### config.mk
export PLATFORM = sky130hd
export DESIGN_NAME = comparador_persistente_param
export DESIGN_NICKNAME = d
export VERILOG_FILES = /design/src/rtl/comparador_pkg.sv /design/src/rtl/comparador_canal.sv /design/src/rtl/comparador_persistente_param.sv
export SDC_FILE = /design/constraint.sdc
export NUM_CORES = 1
export LEC_CHECK = 0
export BUFFER_PORTS_ARGS = -buffer_cell sky130_fd_sc_hd__buf_2
export CORE_MARGIN = 10
export CORE_UTILIZATION = 49
export DETAILED_ROUTE_END_ITERATION = 6
export GPL_TIMING_DRIVEN = 0
export PLACE_DENSITY = 0.89
export SLEW_MARGIN = 20
export SYNTH_ARGS = -nofsm -noshare
export SYNTH_HDL_FRONTEND = slang
export SYNTH_SLANG_ARGS = --single-unit
### constraint.sdc
create_clock -name clk -period 2.41 [get_ports clk]
set_clock_uncertainty 0.2 [all_clocks]
set_input_delay 0.241 -clock clk [delete_from_list [all_inputs] [get_ports clk]]
set_output_delay 0.241 -clock clk [all_outputs]
set_load 0.01 [all_outputs]
### src/rtl/comparador_pkg.sv
// -----------------------------------------------------------------------------
// comparador_pkg
// Shared definitions for the persistent code comparator:
//   - default parameter constants (DEF_W, DEF_CH, DEF_K, DEF_CW)
//   - run_width(): width of a per-channel run counter able to hold 0..K
//   - chan_lsb():  LSB position of channel c inside a CH*W packed bus
// -----------------------------------------------------------------------------
package comparador_pkg;

    localparam int unsigned DEF_W  = 3;
    localparam int unsigned DEF_CH = 4;
    localparam int unsigned DEF_K  = 2;
    localparam int unsigned DEF_CW = 8;

    // Run counter must represent every value 0..K inclusive.
    function automatic int unsigned run_width(input int unsigned k);
        return $clog2(k + 1);
    endfunction

    // Channel c occupies bits [c*w +: w] of a packed code bus.
    function automatic int unsigned chan_lsb(input int unsigned c, input int unsigned w);
        return c * w;
    endfunction

endpackage

### src/rtl/comparador_canal.sv
// -----------------------------------------------------------------------------
// comparador_canal
// One channel of the persistent comparator: W-bit equality (optionally with a
// per-bit don't-care mask), a saturating run counter of consecutive equal
// samples, and the combinational "match after this sample" flag consumed by
// the top-level output registers.
//
// Optional feature macro: COMP_MASK_EN (adds the mask input; 1 = ignore bit).
//
// Ports:
//   clk, reset   clock and synchronous active-high reset
//   accept       sample is being accepted this cycle (run counter advances)
//   code_a/b     W-bit codes for this channel
//   mask         W-bit don't-care mask (COMP_MASK_EN only)
//   eq_next      run counter value after this sample equals K
// -----------------------------------------------------------------------------
module comparador_canal
    import comparador_pkg::*;
#(
    parameter int unsigned W = DEF_W,
    parameter int unsigned K = DEF_K
) (
    input  logic         clk,
    input  logic         reset,
    input  logic         accept,
    input  logic [W-1:0] code_a,
    input  logic [W-1:0] code_b,
`ifdef COMP_MASK_EN
    input  logic [W-1:0] mask,
`endif
    output logic         eq_next
);

    localparam int unsigned       RUN_W = run_width(K);
    localparam logic [RUN_W-1:0]  K_RUN = RUN_W'(K);

    logic             raw;
    logic [RUN_W-1:0] run_q;
    logic [RUN_W-1:0] run_d;
    logic [RUN_W-1:0] run_upd;

    always_comb begin
`ifdef COMP_MASK_EN
        raw = (((code_a ^ code_b) & ~mask) == '0);
`else
        raw = (code_a == code_b);
`endif
        // Saturate at K so a long run keeps reporting a match.
        if (!raw) begin
            run_upd = '0;
        end else if (run_q == K_RUN) begin
            run_upd = K_RUN;
        end else begin
            run_upd = run_q + RUN_W'(1);
        end
        // Counter only moves on accept; stalls leave a run intact.
        run_d   = accept ? run_upd : run_q;
        eq_next = (run_upd == K_RUN);
    end

    always_ff @(posedge clk) begin
        if (reset) begin
            run_q <= '0;
        end else begin
            run_q <= run_d;
        end
    end

endmodule

### src/rtl/comparador_persistente_param.sv
// -----------------------------------------------------------------------------
// comparador_persistente_param
// Registered, parametrised comparator of CH channel pairs of W-bit codes.
// A channel reports eq only after K consecutive equal accepted samples;
// match_all is the AND of eq, and match_cnt saturates counting accepted
// samples whose match_all is 1. Results leave through a single-entry
// valid/ready output stage (1-cycle latency, no skid buffer).
//
// Optional feature macro: COMP_MASK_EN (adds mask port, 1 = ignore bit).
//
// Parameters: W code width, CH channel count, K persistence, CW counter width.
// Ports:
//   clk, reset          clock, synchronous active-high reset
//   in_valid/in_ready   input handshake (in_ready combinational from out_ready)
//   code_a, code_b      CH*W packed codes, channel c at [c*W +: W]
//   mask                CH*W don't-care mask (COMP_MASK_EN only)
//   clr_cnt             synchronous clear of match_cnt (wins over increment)
//   out_valid/out_ready output handshake
//   eq, match_all       registered per-channel and global match
//   match_cnt           saturating count of fully matching accepts
// -----------------------------------------------------------------------------
module comparador_persistente_param
    import comparador_pkg::*;
#(
    parameter int unsigned W  = DEF_W,
    parameter int unsigned CH = DEF_CH,
    parameter int unsigned K  = DEF_K,
    parameter int unsigned CW = DEF_CW
) (
    input  logic          clk,
    input  logic          reset,
    input  logic          in_valid,
    output logic          in_ready,
    input  logic [CH*W-1:0] code_a,
    input  logic [CH*W-1:0] code_b,
`ifdef COMP_MASK_EN
    input  logic [CH*W-1:0] mask,
`endif
    input  logic          clr_cnt,
    output logic          out_valid,
    input  logic          out_ready,
    output logic [CH-1:0] eq,
    output logic          match_all,
    output logic [CW-1:0] match_cnt
);

    logic          accept;
    logic [CH-1:0] eq_next;

    logic          out_valid_q, out_valid_d;
    logic [CH-1:0] eq_q, eq_d;
    logic          match_all_q, match_all_d;
    logic [CW-1:0] match_cnt_q, match_cnt_d;

    assign in_ready = !reset && (!out_valid_q || out_ready);
    assign accept   = in_valid && in_ready;

    for (genvar c = 0; c < CH; c++) begin : g_canal
        comparador_canal #(
            .W (W),
            .K (K)
        ) u_canal (
            .clk     (clk),
            .reset   (reset),
            .accept  (accept),
            .code_a  (code_a[chan_lsb(c, W) +: W]),
            .code_b  (code_b[chan_lsb(c, W) +: W]),
`ifdef COMP_MASK_EN
            .mask    (mask[chan_lsb(c, W) +: W]),
`endif
            .eq_next (eq_next[c])
        );
    end

    always_comb begin
        out_valid_d = out_valid_q;
        eq_d        = eq_q;
        match_all_d = match_all_q;
        match_cnt_d = match_cnt_q;

        if (accept) begin
            out_valid_d = 1'b1;
            eq_d        = eq_next;
            match_all_d = &eq_next;
        end else if (out_ready) begin
            out_valid_d = 1'b0;
        end

        if (clr_cnt) begin
            match_cnt_d = '0;
        end else if (accept && (&eq_next) && (match_cnt_q != '1)) begin
            match_cnt_d = match_cnt_q + CW'(1);
        end
    end

    always_ff @(posedge clk) begin
        if (reset) begin
            out_valid_q <= 1'b0;
            eq_q        <= '0;
            match_all_q <= 1'b0;
            match_cnt_q <= '0;
        end else begin
            out_valid_q <= out_valid_d;
            eq_q        <= eq_d;
            match_all_q <= match_all_d;
            match_cnt_q <= match_cnt_d;
        end
    end

    assign out_valid = out_valid_q;
    assign eq        = eq_q;
    assign match_all = match_all_q;
    assign match_cnt = match_cnt_q;

endmodule

==> out/qor.csv, run 1 <==
metric,value,unit
wire per inst,13.2,um
sequential power share,0.578,
Switching Share,0.254,
slew margin rel.,0.698,
final hold viol count,0,
Detailed Route WL,3000,um
Final HPWL DP,2370,um
#FFs+latches synth,22,
final worst-path setup slack,66.2,ps
layout cells sized above 1,0.310,
clk buf depth,2,
"CP delay by family, top",simple AND/OR/NAND/NOR gates,
die height,70.3,um
FMAX,427,MHz
post-layout min period,2340,ps
post-route ant nets,0,
First DRT Iteration DRCs,67,
Gate power share,0.157,
share of total power in the clock network,0.265,
cell row count,18,
"CTS clk-pin slew, worst paths",120,ps
die area,4940,sq um
"Async S/R FF share, synth",0,
Worst Path Arrival,2400,ps
fin. max-slew vios,0,
Overall Power,637,uW
Final period util,0.973,
Initial Utilization,0.505,
DP Area,1490,sq um
Residual DRC,0,
final setup fails,0,
Slew @ Worst Pin,454,ps
Max Cap Viol,0,
Post-Syn Area,1240,sq um
clock sinks,22,
final instance area,1580,sq um
first-pass GRT wire length,4960,um
P&R area growth vs syn,27.2,%
VDD IR max,0.392,mV
routed vias,1218,
Setup CP Type,reg2reg,
Placer Congestion,0.793,
grt ovf,0,
Hold/Removal Path Class,in2reg,
crit path capture type,register,
"worst slack, placed",-119,ps
Worst Path Required,2460,ps
status,finished clean,
max incr delay on CP,560,ps
Clock Root Buffer,clkbuf_4,
maximum fanout along the worst path,10,
fill count,215,
CTS tree,done,
vias in the first global route,1212,
Worst-Skew Late Latency,310,ps
cell-internal power,475,uW
Global Route Usage Sum,0.115,
"Top FF cell, synth",dfxtp_1,
Psw,162,uW
PwrDens,404,nW/um^2
Placeable Area,2450,sq um
crit start category,register,
largest net degree at the start of global routing,12,
Cell variety after synth,31,
n_diodes,0,
Ports,44,
leakage,0.000628,uW
syn_nets,182,
total CTS buffers,3,
slowest CP cell,or4b_4,
H-tree lvl count,1,
Vias per Instance,5.37,
antenna violations before repair,0,
Setup TNS,0,ps
footprint of the flip-flops and latches,442,sq um
CP bufs+invs,2,
Die X,70.3,um
Syn Area/Cell,8.38,sq um
sequential share of the synthesized area,0.355,
number of flops mapped to enable cells by yosys,0,
IO buf count,43,
yosys warns,0,
"Net count, final",233,
Multi-input gate area,776,sq um
Post-Synthesis Cells,148,
DRT Pass-1 Iters,4,
critical-path cell list,inv_1 -> ha_1 -> nand4_1 -> or4b_4 -> buf_6 -> or4_1 -> a21oi_1,
## layout make-up
cell class	count	area share
Timing Repair Buffer	46	0.152
Inverter	9	0.0214
Multi-Input combinational cell	112	0.492
Tap cell	30	0.0238
Buffer	5	0.0167
Clock buffer	3	0.0143
Sequential cell	22	0.280
## placed cells by master (no fill, tap or decap), drive strengths merged
cell         Yosys  layout
buf              1      46
dfxtp           22      22
nand2           18      18
nor2            11      11
inv              9       9
nand3            8       8
xnor2            8       8
o31ai            7       7
a21oi            7       7
clkbuf           4       7
or3              6       6
nand4            5       5
mux2i            5       5
ha               5       5
xor2             4       4
o21ai            4       4
nor3             4       4
nand2b           3       3
nand3b           3       3
or4              3       3
nor2b            2       2
nor4bb           1       1
and2             1       1
nor4             1       1
and3             1       1
or4b             1       1
or2              1       1
nand4bb          1       1
o32ai            1       1
a2bb2oi          1       1
dlygate4sd3      0       1
## synth_stat cells (all sizes together) (2+ instances only)
library cell	count	area share
a21oi	7	0.028
clkbuf	4	0.012
dfxtp	22	0.36
ha	5	0.050
inv	9	0.027
mux2i	5	0.040
nand2	18	0.054
nand2b	3	0.015
nand3	8	0.032
nand3b	3	0.018
nand4	5	0.025
nor2	11	0.033
nor2b	2	0.010
nor3	4	0.016
o21ai	4	0.016
o31ai	7	0.042
or3	6	0.030
or4	3	0.018
xnor2	8	0.075
xor2	4	0.028
## registers in the layout, summed over array words and instances, names as in the netlist
| register | count |
|---|---|
| eq | 4 |
| match_all | 1 |
| out_valid | 1 |
| g_canal.u_canal.run_q | 8 |
| match_cnt | 8 |
## logic make-up (layout without fill, tap and decap cells)
group / Yosys count / count (layout) / share of synthesized area
AND/OR/NAND/NOR: 70 / 70 / 0.302
XOR/XNOR: 12 / 12 / 0.103
flip-flops: 22 / 22 / 0.355
adder cells (fa/ha/maj): 5 / 5 / 0.0505
buffers and inverters: 14 / 63 / 0.0484
multiplexers: 5 / 5 / 0.0404
AO/OA/AOI/OAI: 20 / 20 / 0.101
## layer usage
metal  GRT usage  part of all wire
met1       0.122              0.42
met2       0.209              0.50
met3      0.0424             0.065
met4      0.0263             0.010
met5           0                 0
## final timing paths
| check | start | slack [ps] | cells after the start | end |
|---|---|---|---|---|
| worst max-delay path | g_canal[3].u_canal.run_q[0]$_SDFFE_PP0P_ | 70 | 7 | match_cnt[4]$_SDFFE_PP0P_ |
| worst min-delay path | reset | 20 | 3 | match_cnt[7]$_SDFFE_PP0P_ |
| worst max register to register | g_canal[3].u_canal.run_q[0]$_SDFFE_PP0P_ | 70 | 7 | match_cnt[4]$_SDFFE_PP0P_ |
| worst min register to register | eq[2]$_SDFFE_PP0P_ | 260 | 2 | eq[2]$_SDFFE_PP0P_ |
## stage by stage
stage | util | std cells | hold slack, ps
floorplan | - | 148 | 162
global placement | 0.608 | 221 | 239
detailed placement | 0.608 | 221 | 247
CTS | 0.627 | 225 | 11.9
global route | 0.643 | 227 | 36.7
finish | 0.643 | 227 | 18.0
## worst reg2reg max path, delay by kind of cell, from the launching register on
kind	cells	cell delay, ps
flops	1	340
fa+ha+maj	1	260
simple gates	3	1170
buf+inv	2	200
compound gates	1	140
## power groups by stage
stage                     Combinational (uW)  Clock, uW  Sequential [uW]
after floorplan                         54.6          0              377
after global placement                  92.8          0              377
after detailed placement                95.0          0              377
after CTS                               98.5        170              368
after global routing                     112        185              369
final                                   99.8        169              368
## what timing repair did
item / CTS / global route
hold buffers: 1 / 0
pin swaps: 0 / 1
buffers inserted: 0 / 2
setup endpoints to repair: 5 / 5
endpoints found under the hold margin: 1 / 0
gates resized for setup: 3 / 5
Power figures use the tool's default switching activity.
==> inputs of run 2 (changes only) <==
--- a/config.mk
+++ b/config.mk
@@ -5,9 +5,10 @@
 export SDC_FILE = /design/constraint.sdc
 export NUM_CORES = 1
 export LEC_CHECK = 0
+export ABC_AREA = 1
 export BUFFER_PORTS_ARGS = -buffer_cell sky130_fd_sc_hd__buf_2
 export CORE_MARGIN = 10
-export CORE_UTILIZATION = 49
+export CORE_UTILIZATION = 50
 export DETAILED_ROUTE_END_ITERATION = 6
 export GPL_TIMING_DRIVEN = 0
 export PLACE_DENSITY = 0.89
==> run 2 against run 1 <==
  * Wire length grew 2.0%
  * Critical path depth shrank 2
  * Clock-buffer cell count grew 1
  * Sequential cell count is the same
  * Final area grew 5.5%
  * Global-route usage grew 0.48 points
==> out/qor.csv, run 2 <==
metric,value,unit
grt ovf,0,
syn_nets,239,
H-tree lvl count,1,
Post-Syn Area,1370,sq um
clock sinks,22,
Global Route Usage Sum,0.120,
clk buf depth,2,
leakage,0.000791,uW
#FFs+latches synth,22,
final worst-path setup slack,445,ps
Final HPWL DP,2520,um
Placeable Area,2540,sq um
Setup TNS,0,ps
Setup CP Type,in2out,
M1 wire length,1260,um
antenna violations before repair,0,
Vias per Instance,4.83,
Residual DRC,0,
Hold Buf Count CTS,1,
most common cell in the synthesized netlist,nand2_1,
maximum fanout along the worst path,10,
met2 routed WL,1500,um
Die X,72.3,um
slew margin rel.,0.627,
layout cells sized above 1,0.254,
Yosys top cell by area,dfxtp_1,
n_diodes,0,
Hold/Removal Path Class,in2reg,
"commonest non-fill, non-tap cell in the layout",nand2_1,
crit path capture type,output port,
IO buf count,42,
largest net degree at the start of global routing,13,
first-pass GRT wire length,5330,um
max incr delay on CP,550,ps
Final Core Density,0.654,
slowest CP cell,dlygate4sd3_1,
Worst-Skew Late Latency,310,ps
P&R area growth vs syn,21.5,%
Syn Area/Cell,6.68,sq um
"Async S/R FF share, synth",0,
fin. max-slew vios,0,
Slew @ Worst Pin,557,ps
Cell variety after synth,27,
Initial Utilization,0.538,
final hold viol count,0,
met3 WL,269,um
crit start category,primary input,
Switching Share,0.250,
Ports,44,
total CTS buffers,3,
routed vias,1363,
yosys warns,0,
Post-Synthesis Cells,205,
VDD IR max,0.457,mV
share of total power in the clock network,0.307,
synth cell count leaders,"53 x nand2_1, 37 x inv_1, 25 x nor2_1, 22 x dfxtp_1, 11 x a21oi_1",
top post-synthesis cells by area,"dfxtp_1 32%, nand2_1 15%, inv_1 10%, nor2_1 6.8%, ha_1 4.6%",
sequential power share,0.551,
wire per inst,10.8,um
Placer Congestion,0.792,
CP bufs+invs,4,
number of flops mapped to enable cells by yosys,0,
"worst slack, placed",562,ps
Detailed Route WL,3060,um
post-layout min period,1970,ps
"CP delay by family, top",buffers and inverters,
First DRT Iteration DRCs,88,
"commonest cells after routing, fill and taps aside","53 x nand2_1, 42 x buf_2, 37 x inv_1",
Final period util,0.816,
"CTS clk-pin slew, worst paths",120,ps
die height,72.3,um
DRT Pass-1 Iters,4,
vias in the first global route,1342,
Max Cap Viol,0,
fill count,243,
Worst Path Arrival,1520,ps
cell-internal power,501,uW
CTS tree,done,
sequential share of the synthesized area,0.321,
status,finished clean,
Post-CTS Setup Inserts,0,
RSZ-0062 raised after global routing,no,
PostCTS Resize Cnt,0,
R2R depth,10,
cell row count,18,
top-area cell type share of the netlist area,0.321,
highest metal used,met4,
Psw,167,uW
Clock Root Buffer,clkbuf_4,
PwrDens,402,nW/um^2
FMAX,509,MHz
Gate power share,0.143,
die area,5230,sq um
WP depth,5,
final setup fails,0,
"Top FF cell, synth",dfxtp_1,
hold depth,4,
"Net count, final",287,
Worst Path Required,1970,ps
post-route ant nets,0,
critical-path cell list,dlygate4sd3_1 -> buf_6 -> clkbuf_1 -> a21oi_1 -> buf_2,
-- run 2: path summary, 6_finish.rpt --
check / slack (ps) / to / from
setup / recovery: 440 / in_ready / reset
setup reg to reg: 550 / match_cnt[7]$_SDFFE_PP0P_ / match_cnt[0]$_SDFFE_PP0P_
hold reg to reg: 280 / g_canal[3].u_canal.run_q[0]$_SDFFE_PP0P_ / g_canal[3].u_canal.run_q[0]$_SDFFE_PP0P_
hold / removal: 80 / match_cnt[0]$_SDFFE_PP0P_ / clr_cnt
-- run 2: tightest hold or removal path, cell delays in order --
cell,delay (ps)
buf_2,70
nor2_1,120
nand2_1,100
nor2_1,30
-- run 2: cells by family after synthesis --
group / after synthesis / synth area share
compound gates: 15 / 0.0612
fa+ha+maj: 5 / 0.0457
xor+xnor: 7 / 0.0447
simple gates: 111 / 0.388
buf+inv: 45 / 0.139
flops: 22 / 0.321
-- run 2: through the flow --
step           std cells  hold WS, ps  instance area, sq um  power, uW
4_1_cts              282         73.2                  1660        672
5_1_grt              282          107                  1660        699
6_report             282         79.0                  1660        669
3_5_place_dp         277          244                  1620        470
3_3_place_gp         277          246                  1620        467
2_1_floorplan        205          229                  1370        432
-- run 2: per-layer routing --
layer,up-vias,global-route usage
li1,724,-
met1,602,0.118
met5,-,0
met4,0,0.0301
met2,33,0.220
met3,4,0.0571
-- run 2: layout make-up --
cell class / count / area, sq um / area share
repair buffers: 43 / 220 / 0.132
inverters: 40 / 153 / 0.0917
clock buffers: 4 / 36.3 / 0.0218
well taps: 30 / 37.5 / 0.0226
plain buffers: 5 / 37.5 / 0.0226
multi-input cells: 138 / 739 / 0.444
flip-flops and latches: 22 / 440 / 0.265
-- run 2: power by group through the flow --
stage | sequential (uW) | clock, uW | combinational, uW
after floorplan | 377 | 0 | 55.7
after global placement | 376 | 0 | 90.3
after detailed placement | 377 | 0 | 93.6
after CTS | 369 | 208 | 95.8
after global routing | 369 | 223 | 107
final | 368 | 205 | 95.3
==> inputs of run 3 (changes only) <==
--- a/config.mk
+++ b/config.mk
@@ -5,10 +5,10 @@
 export SDC_FILE = /design/constraint.sdc
 export NUM_CORES = 1
 export LEC_CHECK = 0
-export ABC_AREA = 1
+export ABC_AREA = 0
 export BUFFER_PORTS_ARGS = -buffer_cell sky130_fd_sc_hd__buf_2
 export CORE_MARGIN = 10
-export CORE_UTILIZATION = 50
+export CORE_UTILIZATION = 49
 export DETAILED_ROUTE_END_ITERATION = 6
 export GPL_TIMING_DRIVEN = 0
 export PLACE_DENSITY = 0.89
==> constraint.sdc (replaced) <==
create_clock -name clk -period 2.03 [get_ports clk]
set_clock_uncertainty 0.2 [all_clocks]
set_input_delay 0.203 -clock clk [delete_from_list [all_inputs] [get_ports clk]]
set_output_delay 0.203 -clock clk [all_outputs]
set_load 0.01 [all_outputs]
==> run 3 against run 2 <==
  * Worst hold slack got worse by 33 ps
  * Non-clock buffer count rose by 12
  * The flow now finishes with violations (negative setup slack)
  * Largest cell class unchanged
  * Register-to-register slack lost 770 ps
  * Clock-buffer cell count fell by 1
  * Sequential power increased by 19%
  * Wire length up 9.0%
==> out/qor.csv, run 3 (synthesis gave the netlist of run 1 again) <==
metric,value,unit
status,"complete, but fails checks",
failing checks,negative setup slack,
antenna violations before repair,0,
Worst-Skew Late Latency,310,ps
Reg-to-Reg Start,g_canal[3].u_canal.run_q[0]$_SDFFE_PP0P_,
Detailed Route WL,3330,um
"commonest cells after routing, fill and taps aside","43 x buf_2, 17 x nand2_1, 17 x dfxtp_1",
Final HPWL DP,2350,um
Hold/Removal Path Class,in2reg,
fill count,193,
n_diodes,0,
RSZ-0062 raised after global routing,yes,
DRT Pass-1 Iters,4,
die area,4940,sq um
wire per inst,14.1,um
Final Core Density,0.715,
VDD IR max,0.459,mV
Clock Root Buffer,clkbuf_4,
largest net degree at the start of global routing,14,
Residual DRC,0,
IO buf count,43,
final hold viol count,0,
H-tree lvl count,1,
Slew @ Worst Pin,461,ps
R2R depth,7,
Worst Path Required,2070,ps
grt ovf,0,
leakage,0.000700,uW
"Net count, final",242,
"commonest non-fill, non-tap cell in the layout",buf_2,
hold slack,46.0,ps
Initial Utilization,0.505,
vias in the first global route,1190,
Gate power share,0.151,
slew margin rel.,0.692,
Vias per Instance,5.47,
First DRT Iteration DRCs,72,
crit path capture type,register,
r2r endpoint,match_cnt[4]$_SDFFE_PP0P_,
footprint of the flip-flops and latches,447,sq um
Switching Share,0.229,
slowest CP cell,or4b_4,
first-pass GRT wire length,5100,um
Placer Congestion,0.794,
hold depth,4,
"CTS clk-pin slew, worst paths",140,ps
post-layout min period,2250,ps
Max Cap Viol,0,
Die X,70.3,um
clock sinks,22,
Hold Path Origin,code_a[3],
clk buf depth,2,
FMAX,443,MHz
P&R area growth vs syn,41.6,%
cell-internal power,706,uW
Global Route Usage Sum,0.119,
Multi-input gate area,838,sq um
fin. max-slew vios,0,
final worst-path setup slack,-225,ps
cell row count,18,
Setup CP Type,reg2reg,
routed vias,1296,
max incr delay on CP,530,ps
Placeable Area,2450,sq um
Psw,209,uW
Final period util,1.11,
share of total power in the clock network,0.370,
Worst Hold Path EP,g_canal[1].u_canal.run_q[0]$_SDFFE_PP0P_,
critical-path cell list,inv_2 -> ha_4 -> nand4_1 -> or4b_4 -> buf_6 -> or4_1 -> a21oi_1,
sequential power share,0.479,
CTS tree,done,
crit start category,register,
total CTS buffers,3,
post-route ant nets,0,
Overall Power,915,uW
Worst Path Arrival,2300,ps
final setup fails,9,
Ports,44,
layout cells sized above 1,0.391,
reg-to-reg setup timing slack,-220,ps
Setup TNS,-1330,ps
die height,70.3,um
PwrDens,521,nW/um^2
maximum fanout along the worst path,9,
run 3: repair_timing:
item	in CTS	in global routing
hold buffers	4	2
setup endpoints to repair	8	9
setup buffers	5	1
resized for setup	6	13
pin swaps	0	4
endpoints found under the hold margin	2	2
run 3: layout make-up:
cell class	instances	area share
clock buffers	3	0.0128
repair buffers	55	0.182
clock inverters	1	0.0171
flip-flops and latches	22	0.254
plain buffers	5	0.0150
inverters	9	0.0192
multi-input cells	112	0.478
well taps	30	0.0214
run 3: worst max path at each step:
stage	startpoint	end	slack, ps
after detailed placement	g_canal[1].u_canal.run_q[1]$_SDFFE_PP0P_	match_cnt[4]$_SDFFE_PP0P_	-200
final	g_canal[3].u_canal.run_q[0]$_SDFFE_PP0P_	match_cnt[4]$_SDFFE_PP0P_	-220
after global routing	g_canal[3].u_canal.run_q[0]$_SDFFE_PP0P_	match_cnt[4]$_SDFFE_PP0P_	-280
after floorplan	g_canal[1].u_canal.run_q[1]$_SDFFE_PP0P_	match_cnt[4]$_SDFFE_PP0P_	-100
after CTS	g_canal[1].u_canal.run_q[1]$_SDFFE_PP0P_	match_cnt[4]$_SDFFE_PP0P_	-220
after global placement	g_canal[1].u_canal.run_q[1]$_SDFFE_PP0P_	match_cnt[5]$_SDFFE_PP0P_	-170
run 3: routing by layer:
metal | routed length (um) | GRT usage
met2 | 1660 | 0.197
met4 | 28 | 0.0504
met1 | 1420 | 0.135
met3 | 222 | 0.0424
met5 | 0 | 0
run 3: through the flow:
stage | worst slack [ps] | cells | area [sq um]
floorplan | -95.3 | 148 | 1270
CTS | -223 | 234 | 1690
detailed placement | -205 | 221 | 1520
finish | -225 | 237 | 1760
global route | -279 | 237 | 1760
global placement | -170 | 221 | 1520
run 3: power by group through the flow:
| stage | Clock, uW | Combinational, uW | Sequential, uW |
|---|---|---|---|
| 5_1_grt | 369 | 152 | 439 |
| 6_report | 339 | 138 | 438 |
| 3_3_place_gp | 0 | 115 | 447 |
| 3_5_place_dp | 0 | 118 | 447 |
| 4_1_cts | 342 | 129 | 438 |
| 2_1_floorplan | 0 | 69.9 | 448 |
run 3: worst max-delay path, delay by kind of cell, from the launching register on:
family | cells | cell delay, ps
flops | 1 | 360
fa+ha+maj | 1 | 240
compound gates | 1 | 140
simple gates | 3 | 1040
buf+inv | 2 | 200
